[src/rtl/dwt97_pkg.sv]
// -----------------------------------------------------------------------------
// dwt97_pkg
// Shared types for the 9/7 DWT band serializer.
//   band_e        : subband code carried on m_band_o (LL/HL/LH/HH)
//   ser_state_e   : serializer FSM state (EMPTY/LOW/HIGH)
//   band_of()     : builds the band code from line parity and low/high word
// -----------------------------------------------------------------------------
package dwt97_pkg;

    typedef enum logic [1:0] {
        LL = 2'd0,
        HL = 2'd1,
        LH = 2'd2,
        HH = 2'd3
    } band_e;

    typedef enum logic [1:0] {
        EMPTY = 2'd0,
        LOW   = 2'd1,
        HIGH  = 2'd2
    } ser_state_e;

    // Vertical parity selects the row pair (L*/H*), the word selects the column.
    function automatic band_e band_of(input logic i_parity, input logic i_is_high);
        return band_e'({i_parity, i_is_high});
    endfunction

endpackage

[src/rtl/dwt97_band_coord_counter.sv]
// -----------------------------------------------------------------------------
// dwt97_band_coord_counter
// Tracks the (x, y) position within a subband and the vertical line parity of
// the incoming beat stream, plus a sticky overflow flag for over-long lines.
// The o_x/o_y/o_parity outputs are the tags for the beat being accepted this
// cycle (sof already applied); the registers advance on i_accept.
//   i_clk, i_rst    : clock, synchronous active-high reset
//   i_accept        : a beat is accepted this cycle
//   i_sof, i_eol    : that beat starts a frame / ends a line
//   o_x, o_y        : coordinate tags for the current beat
//   o_parity        : 0 = vertical-low line, 1 = vertical-high line
//   o_overflow      : sticky, line exceeded MaximumSideSize/2 beats
// -----------------------------------------------------------------------------
module dwt97_band_coord_counter #(
    parameter int MaximumSideSize = 512,
    parameter int CoordWidth      = $clog2(MaximumSideSize / 2)
) (
    input  logic                  i_clk,
    input  logic                  i_rst,
    input  logic                  i_accept,
    input  logic                  i_sof,
    input  logic                  i_eol,
    output logic [CoordWidth-1:0] o_x,
    output logic [CoordWidth-1:0] o_y,
    output logic                  o_parity,
    output logic                  o_overflow
);

    localparam logic [CoordWidth-1:0] LastCoord = CoordWidth'(MaximumSideSize / 2 - 1);

    logic [CoordWidth-1:0] r_x;
    logic [CoordWidth-1:0] r_y;
    logic                  r_parity;
    logic                  r_overflow;

    // A frame start overrides whatever the counters hold, for this very beat.
    logic [CoordWidth-1:0] w_x;
    logic [CoordWidth-1:0] w_y;
    logic                  w_parity;

    assign w_x      = i_sof ? '0   : r_x;
    assign w_y      = i_sof ? '0   : r_y;
    assign w_parity = i_sof ? 1'b0 : r_parity;

    assign o_x        = w_x;
    assign o_y        = w_y;
    assign o_parity   = w_parity;
    assign o_overflow = r_overflow;

    // NOTE: state registers use non-blocking assignments so every register
    // samples pre-edge values; later assignments in the block override earlier ones.
    always_ff @(posedge i_clk) begin
        if (i_rst) begin
            r_x        <= '0;
            r_y        <= '0;
            r_parity   <= 1'b0;
            r_overflow <= 1'b0;
        end else if (i_accept) begin
            r_overflow <= i_sof ? 1'b0 : r_overflow;
            if (i_eol) begin
                r_x      <= '0;
                r_parity <= ~w_parity;
                // y advances once per LL/HL + LH/HH line pair, i.e. after HH.
                if (w_parity) begin
                    r_y <= (w_y == LastCoord) ? '0 : w_y + CoordWidth'(1);
                end else begin
                    r_y <= w_y;
                end
            end else begin
                r_parity <= w_parity;
                r_y      <= w_y;
                if (w_x == LastCoord) begin
                    r_x        <= w_x;
                    r_overflow <= 1'b1;
                end else begin
                    r_x <= w_x + CoordWidth'(1);
                end
            end
        end
    end

endmodule

[src/rtl/dwt97_band_serializer.sv]
// -----------------------------------------------------------------------------
// dwt97_band_serializer
// Serialises {high, low} coefficient beats from the column DWT stage into one
// coefficient per beat, each tagged with subband and in-band (x, y).
//   clk_i, rst_i             : clock, synchronous active-high reset
//   s_valid_i / s_ready_o    : input handshake
//   s_sof_i, s_eol_i         : frame start / line end markers of the beat
//   s_data_i                 : {high, low} coefficient pair
//   m_valid_o / m_ready_i    : output handshake
//   m_sof_o, m_eol_o         : frame start (low word) / line end (high word)
//   m_band_o, m_x_o, m_y_o   : subband code and position within the band
//   m_data_o                 : coefficient
//   overflow_o               : sticky over-long line flag
// -----------------------------------------------------------------------------
module dwt97_band_serializer
    import dwt97_pkg::*;
#(
    parameter  int DataWidth       = 16,
    parameter  int MaximumSideSize = 512,
    localparam int CoordWidth      = $clog2(MaximumSideSize / 2)
) (
    input  logic                   clk_i,
    input  logic                   rst_i,
    output logic                   s_ready_o,
    input  logic                   s_valid_i,
    input  logic                   s_sof_i,
    input  logic                   s_eol_i,
    input  logic [2*DataWidth-1:0] s_data_i,
    input  logic                   m_ready_i,
    output logic                   m_valid_o,
    output logic                   m_sof_o,
    output logic                   m_eol_o,
    output logic [1:0]             m_band_o,
    output logic [CoordWidth-1:0]  m_x_o,
    output logic [CoordWidth-1:0]  m_y_o,
    output logic [DataWidth-1:0]   m_data_o,
    output logic                   overflow_o
);

    ser_state_e             r_state;
    logic                   r_valid;
    logic                   r_sof;
    logic                   r_eol;
    logic [1:0]             r_band;
    logic [CoordWidth-1:0]  r_x;
    logic [CoordWidth-1:0]  r_y;
    logic [DataWidth-1:0]   r_data;
    logic [DataWidth-1:0]   r_hold;
    logic                   r_hold_eol;

    logic                   w_accept;
    logic [CoordWidth-1:0]  w_x;
    logic [CoordWidth-1:0]  w_y;
    logic                   w_parity;

    // The only combinational input-to-output path: a new beat may enter in the
    // same cycle the high word leaves.
    assign s_ready_o = (r_state == EMPTY) | ((r_state == HIGH) & m_ready_i);
    assign w_accept  = s_valid_i & s_ready_o;

    dwt97_band_coord_counter #(
        .MaximumSideSize (MaximumSideSize),
        .CoordWidth      (CoordWidth)
    ) u_coord (
        .i_clk      (clk_i),
        .i_rst      (rst_i),
        .i_accept   (w_accept),
        .i_sof      (s_sof_i),
        .i_eol      (s_eol_i),
        .o_x        (w_x),
        .o_y        (w_y),
        .o_parity   (w_parity),
        .o_overflow (overflow_o)
    );

    // Accept is only possible from EMPTY or from HIGH while the high word is
    // taken, so it always lands in LOW with the new low word presented.
    always_ff @(posedge clk_i) begin
        if (rst_i) begin
            r_state    <= EMPTY;
            r_valid    <= 1'b0;
            r_sof      <= 1'b0;
            r_eol      <= 1'b0;
            r_band     <= 2'd0;
            r_x        <= '0;
            r_y        <= '0;
            r_data     <= '0;
            r_hold_eol <= 1'b0;
        end else if (w_accept) begin
            r_state    <= LOW;
            r_valid    <= 1'b1;
            r_data     <= s_data_i[DataWidth-1:0];
            r_band     <= band_of(w_parity, 1'b0);
            r_x        <= w_x;
            r_y        <= w_y;
            r_sof      <= s_sof_i;
            r_eol      <= 1'b0;
            r_hold_eol <= s_eol_i;
        end else if (m_ready_i) begin
            case (r_state)
                LOW: begin
                    r_state <= HIGH;
                    r_data  <= r_hold;
                    r_band  <= band_of(r_band[1], 1'b1);
                    r_sof   <= 1'b0;
                    r_eol   <= r_hold_eol;
                end
                HIGH: begin
                    r_state <= EMPTY;
                    r_valid <= 1'b0;
                    r_sof   <= 1'b0;
                    r_eol   <= 1'b0;
                end
                default: begin
                end
            endcase
        end
    end

    // NOTE: the side register is pure data qualified by r_state, so it carries
    // no reset; a discarded word can never reach m_data_o.
    always_ff @(posedge clk_i) begin
        if (w_accept) begin
            r_hold <= s_data_i[2*DataWidth-1:DataWidth];
        end
    end

    assign m_valid_o = r_valid;
    assign m_sof_o   = r_sof;
    assign m_eol_o   = r_eol;
    assign m_band_o  = r_band;
    assign m_x_o     = r_x;
    assign m_y_o     = r_y;
    assign m_data_o  = r_data;

endmodule

[config.mk]
export PLATFORM = sky130hd
export DESIGN_NAME = dwt97_band_serializer
export DESIGN_NICKNAME = d
export VERILOG_FILES = /design/src/rtl/dwt97_pkg.sv /design/src/rtl/dwt97_band_coord_counter.sv /design/src/rtl/dwt97_band_serializer.sv
export SDC_FILE = /design/constraint.sdc
export NUM_CORES = 1
export LEC_CHECK = 0
export ABC_AREA = 1
export BUFFER_PORTS_ARGS = -buffer_cell sky130_fd_sc_hd__clkbuf_2
export CORE_ASPECT_RATIO = 1.5
export CORE_MARGIN = 5
export CORE_UTILIZATION = 45
export CTS_BUF_LIST = sky130_fd_sc_hd__clkbuf_8
export DETAILED_ROUTE_END_ITERATION = 10
export PLACE_DENSITY = 0.71
export SETUP_SLACK_MARGIN = 0.02
export SYNTH_ARGS = -nofsm -noshare
export SYNTH_HDL_FRONTEND = slang
export SYNTH_SLANG_ARGS = --single-unit
[constraint.sdc]
create_clock -name clk_i -period 4.5 [get_ports clk_i]
set_input_delay 0.45 -clock clk_i [delete_from_list [all_inputs] [get_ports clk_i]]
set_output_delay 0.45 -clock clk_i [all_outputs]
set_load 0.05 [all_outputs]
==> impl_metrics.ini <==
[worst_setup_path]
worstPathCellList = inv_1, ha_1, nand2_2, nand2_4, nand2_8, inv_4, nor2_4, nand2_1, a31oi_2
crit_arrival_ps = 2190
worstPathMaxFanout = 35
path_delay_family = simple AND/OR/NAND/NOR gates
worst_path_max_delay_cell = sky130_fd_sc_hd__nor2_4
critical_path.max_stage_delay_ps = 360
cp_data_required_time_ps = 4770
end_kind = register
startpoint_type = register
worstSetupPathType = reg -> reg
path_buf_inv = 2

[drt]
route.detailed.drc = 0
postRouteAntennaNets = 0
drt_wl_total_um = 7140
route.vias.total = 2695
number_of_drc_markers_after_the_initial_detailed_route_iteration = 120
drt_first_pass_iters = 4
via_per_instance_ratio = 4.80
routedWlPerCell_um = 12.7

[placement]
dp.final_hpwl_um = 5160
routabilityCongestion = 0.859
port_buffers = 76

[layout]
layout.nets = 499
final_common_cell = sky130_fd_sc_hd__nand2_1
syn2layout_area_growth_pct = 18.8
drive_above_1_share = 0.297
diodes = 0
layout.cells.most_common_list = sky130_fd_sc_hd__nand2_1, sky130_fd_sc_hd__clkbuf_2, sky130_fd_sc_hd__dfxtp_1, sky130_fd_sc_hd__nand3_1, sky130_fd_sc_hd__inv_1

[sta]
final.setup.tns_ps = 0
final-setup-viol-count = 0
transition_time_of_the_tightest_slew_check_pin_ps = 696
finalWorstPathRequiredPeriod_ps = 1920
rsz0062_at_grt = no
fin_crit_sh = 0.426
hold_viol_final = 0
clock.fmax_ghz = 0.522
fin_skew_ps = 8.54
timing.final.max_slew_violations = 0
maxSlewHeadroom = 0.536

[hold_path]
worstHoldPathType = in -> reg

[global_route]
antenna_found_initial = 0
most_crowded_layer_after_global_routing = met2
track_usage = 0.171
grt_start_max_net_pins = 36
grt_first_pass_wirelength_um = 12200
grt_use_met2 = 0.287
number_of_global_route_vias_before_repair = 2741
gr_met3_demand_resource = 0.0543
grt_util_met1 = 0.201
global_route.overflow_total = 0

[cts]
tritoncts_clock_tree = yes
post_cts_buffers = 0
cts_buffers = 9
cts.clk_slew.worst_paths_ps = 80
cts-root-to-sink-buffers = 2
cts_root_buffer = sky130_fd_sc_hd__clkbuf_8
ctsResizeCount = 0
ctsHtreeMaxLevel = 3
cts.sinks = 74
clkLatencyLatePin_ps = 350
cts.hold.buffers_added = 0

[power_and_ir_drop]
internal_power_w = 0.00107
total_switching_power_w = 0.000456
sw_ratio = 0.300
power.share.combinational = 0.168
fin_total_pwr_w = 0.00152
power.share.sequential = 0.485
power.density_nw_per_um2 = 392
worst_ir_drop_vdd_mv = 0.308
leakage_nw = 1.70
proportion_of_power_drawn_by_the_clock_network = 0.347

[synthesis]
ys_dominant_reg_cell = sky130_fd_sc_hd__dfxtp_1
ys_async_sr_fraction = 0
synth.yosys.warnings = 0
synthesis.area_per_instance_um2 = 8.56
synth_cell_type_count = 39
synth_enable_flop_cells = 16
synth.ff_latch_count = 74
synth.cell_area_um2 = 3270
synth_fp_nets = 425
synth_cells = 382
synth.yosys.seq_area_share = 0.502

[floorplan]
die_h_um = 114
core_area_um2 = 7180
die_width_um = 79.6
floorplan_die_area_um2 = 9110
boundaryPins = 77
initial_core_util = 0.455
rows = 38

[run_status]
status = complete, no violations

[flow_run]
maxCapViolCount = 0
through the flow:
| step | area, um2 | std cells | setup WS [ps] | hold WS (ps) | util |
|---|---|---|---|---|---|
| final | 3880 | 561 | 2580 | 271 | 0.541 |
| after global placement | 3680 | 545 | 2510 | 431 | 0.513 |
| after global routing | 3880 | 561 | 2380 | 245 | 0.541 |
| after CTS | 3880 | 561 | 2550 | 249 | 0.541 |
| after detailed placement | 3680 | 545 | 2510 | 444 | 0.513 |
| after floorplan | 3270 | 382 | 2860 | 426 | - |
registers in the layout (all words and copies together), names as in the netlist:
signal              flops
m_valid_o               1
u_coord.o_overflow      1
m_x_o                   8
u_coord.r_x             8
m_y_o                   8
m_eol_o                 1
r_hold_eol              1
u_coord.r_parity        1
m_data_o               16
m_band_o                2
m_sof_o                 1
u_coord.r_y             8
r_hold                 16
r_state                 2
cells in the mapped netlist (5+ instances only):
cell type | n | area (um2)
sky130_fd_sc_hd__buf_2 | 7 | 35.0
sky130_fd_sc_hd__nand2_2 | 17 | 106
sky130_fd_sc_hd__a21oi_1 | 6 | 30.0
sky130_fd_sc_hd__dfxtp_1 | 58 | 1160
sky130_fd_sc_hd__a31oi_1 | 8 | 50.1
sky130_fd_sc_hd__a31oi_2 | 8 | 100
sky130_fd_sc_hd__nand2_1 | 108 | 405
sky130_fd_sc_hd__o21ai_1 | 14 | 70.1
sky130_fd_sc_hd__inv_1 | 30 | 113
sky130_fd_sc_hd__nand3_1 | 34 | 170
sky130_fd_sc_hd__ha_1 | 5 | 62.6
sky130_fd_sc_hd__o21ai_0 | 6 | 30.0
sky130_fd_sc_hd__inv_2 | 5 | 18.8
sky130_fd_sc_hd__nor2_1 | 22 | 82.6
sky130_fd_sc_hd__edfxtp_1 | 16 | 480
layer usage:
layer | vias up | part of all wire
met5 | - | 0
met4 | 0 | 0.0088
met3 | 5 | 0.055
met2 | 69 | 0.50
met1 | 1217 | 0.43
li1 | 1404 | -
area by class of cell:
class / instances / area, um2
Inverter: 37 / 146
Clock buffer: 11 / 151
Fill cell: 660 / 3300
Sequential cell: 74 / 1640
Clock inverter: 5 / 52.6
Multi-Input combinational cell: 258 / 1390
Timing Repair Buffer: 76 / 380
Tap cell: 100 / 125
power groups by stage:
stage	Sequential, W	Combinational (W)	Clock [W]
final	0.000738	0.000256	0.000528
after global routing	0.000743	0.000279	0.000576
after CTS	0.000739	0.000261	0.000541
after detailed placement	0.000753	0.000259	0
after global placement	0.000753	0.000256	0
after floorplan	0.000816	0.000138	0
path summary, 6_finish.rpt:
path,start,to,slack (ps),cells past startpoint
setup / recovery,r_state[0],m_data_o[14],2580,9
hold / removal,s_data_i[19],r_hold[3],270,1
setup reg to reg,r_state[0],m_data_o[14],2580,9
hold reg to reg,u_coord.r_y[5],u_coord.r_y[5],460,2
kinds of logic after synthesis:
logic type,share of synthesized area
adder cells (fa/ha/maj),0.0191
flip-flops,0.502
AO/OA/AOI/OAI,0.107
AND/OR/NAND/NOR,0.287
XOR/XNOR,0.0107
buffers and inverters,0.0739
worst reg2reg max path: cells and delay by family, from the launching register on:
| kind | cells | cell delay [ps] |
|---|---|---|
| and+or+nand+nor | 5 | 830 |
| adders and majority gates | 1 | 220 |
| DFF | 1 | 340 |
| buffers and inverters | 2 | 290 |
| AOI/OAI and AO/OA | 1 | 140 |
(Power assumes the default switching activity.)
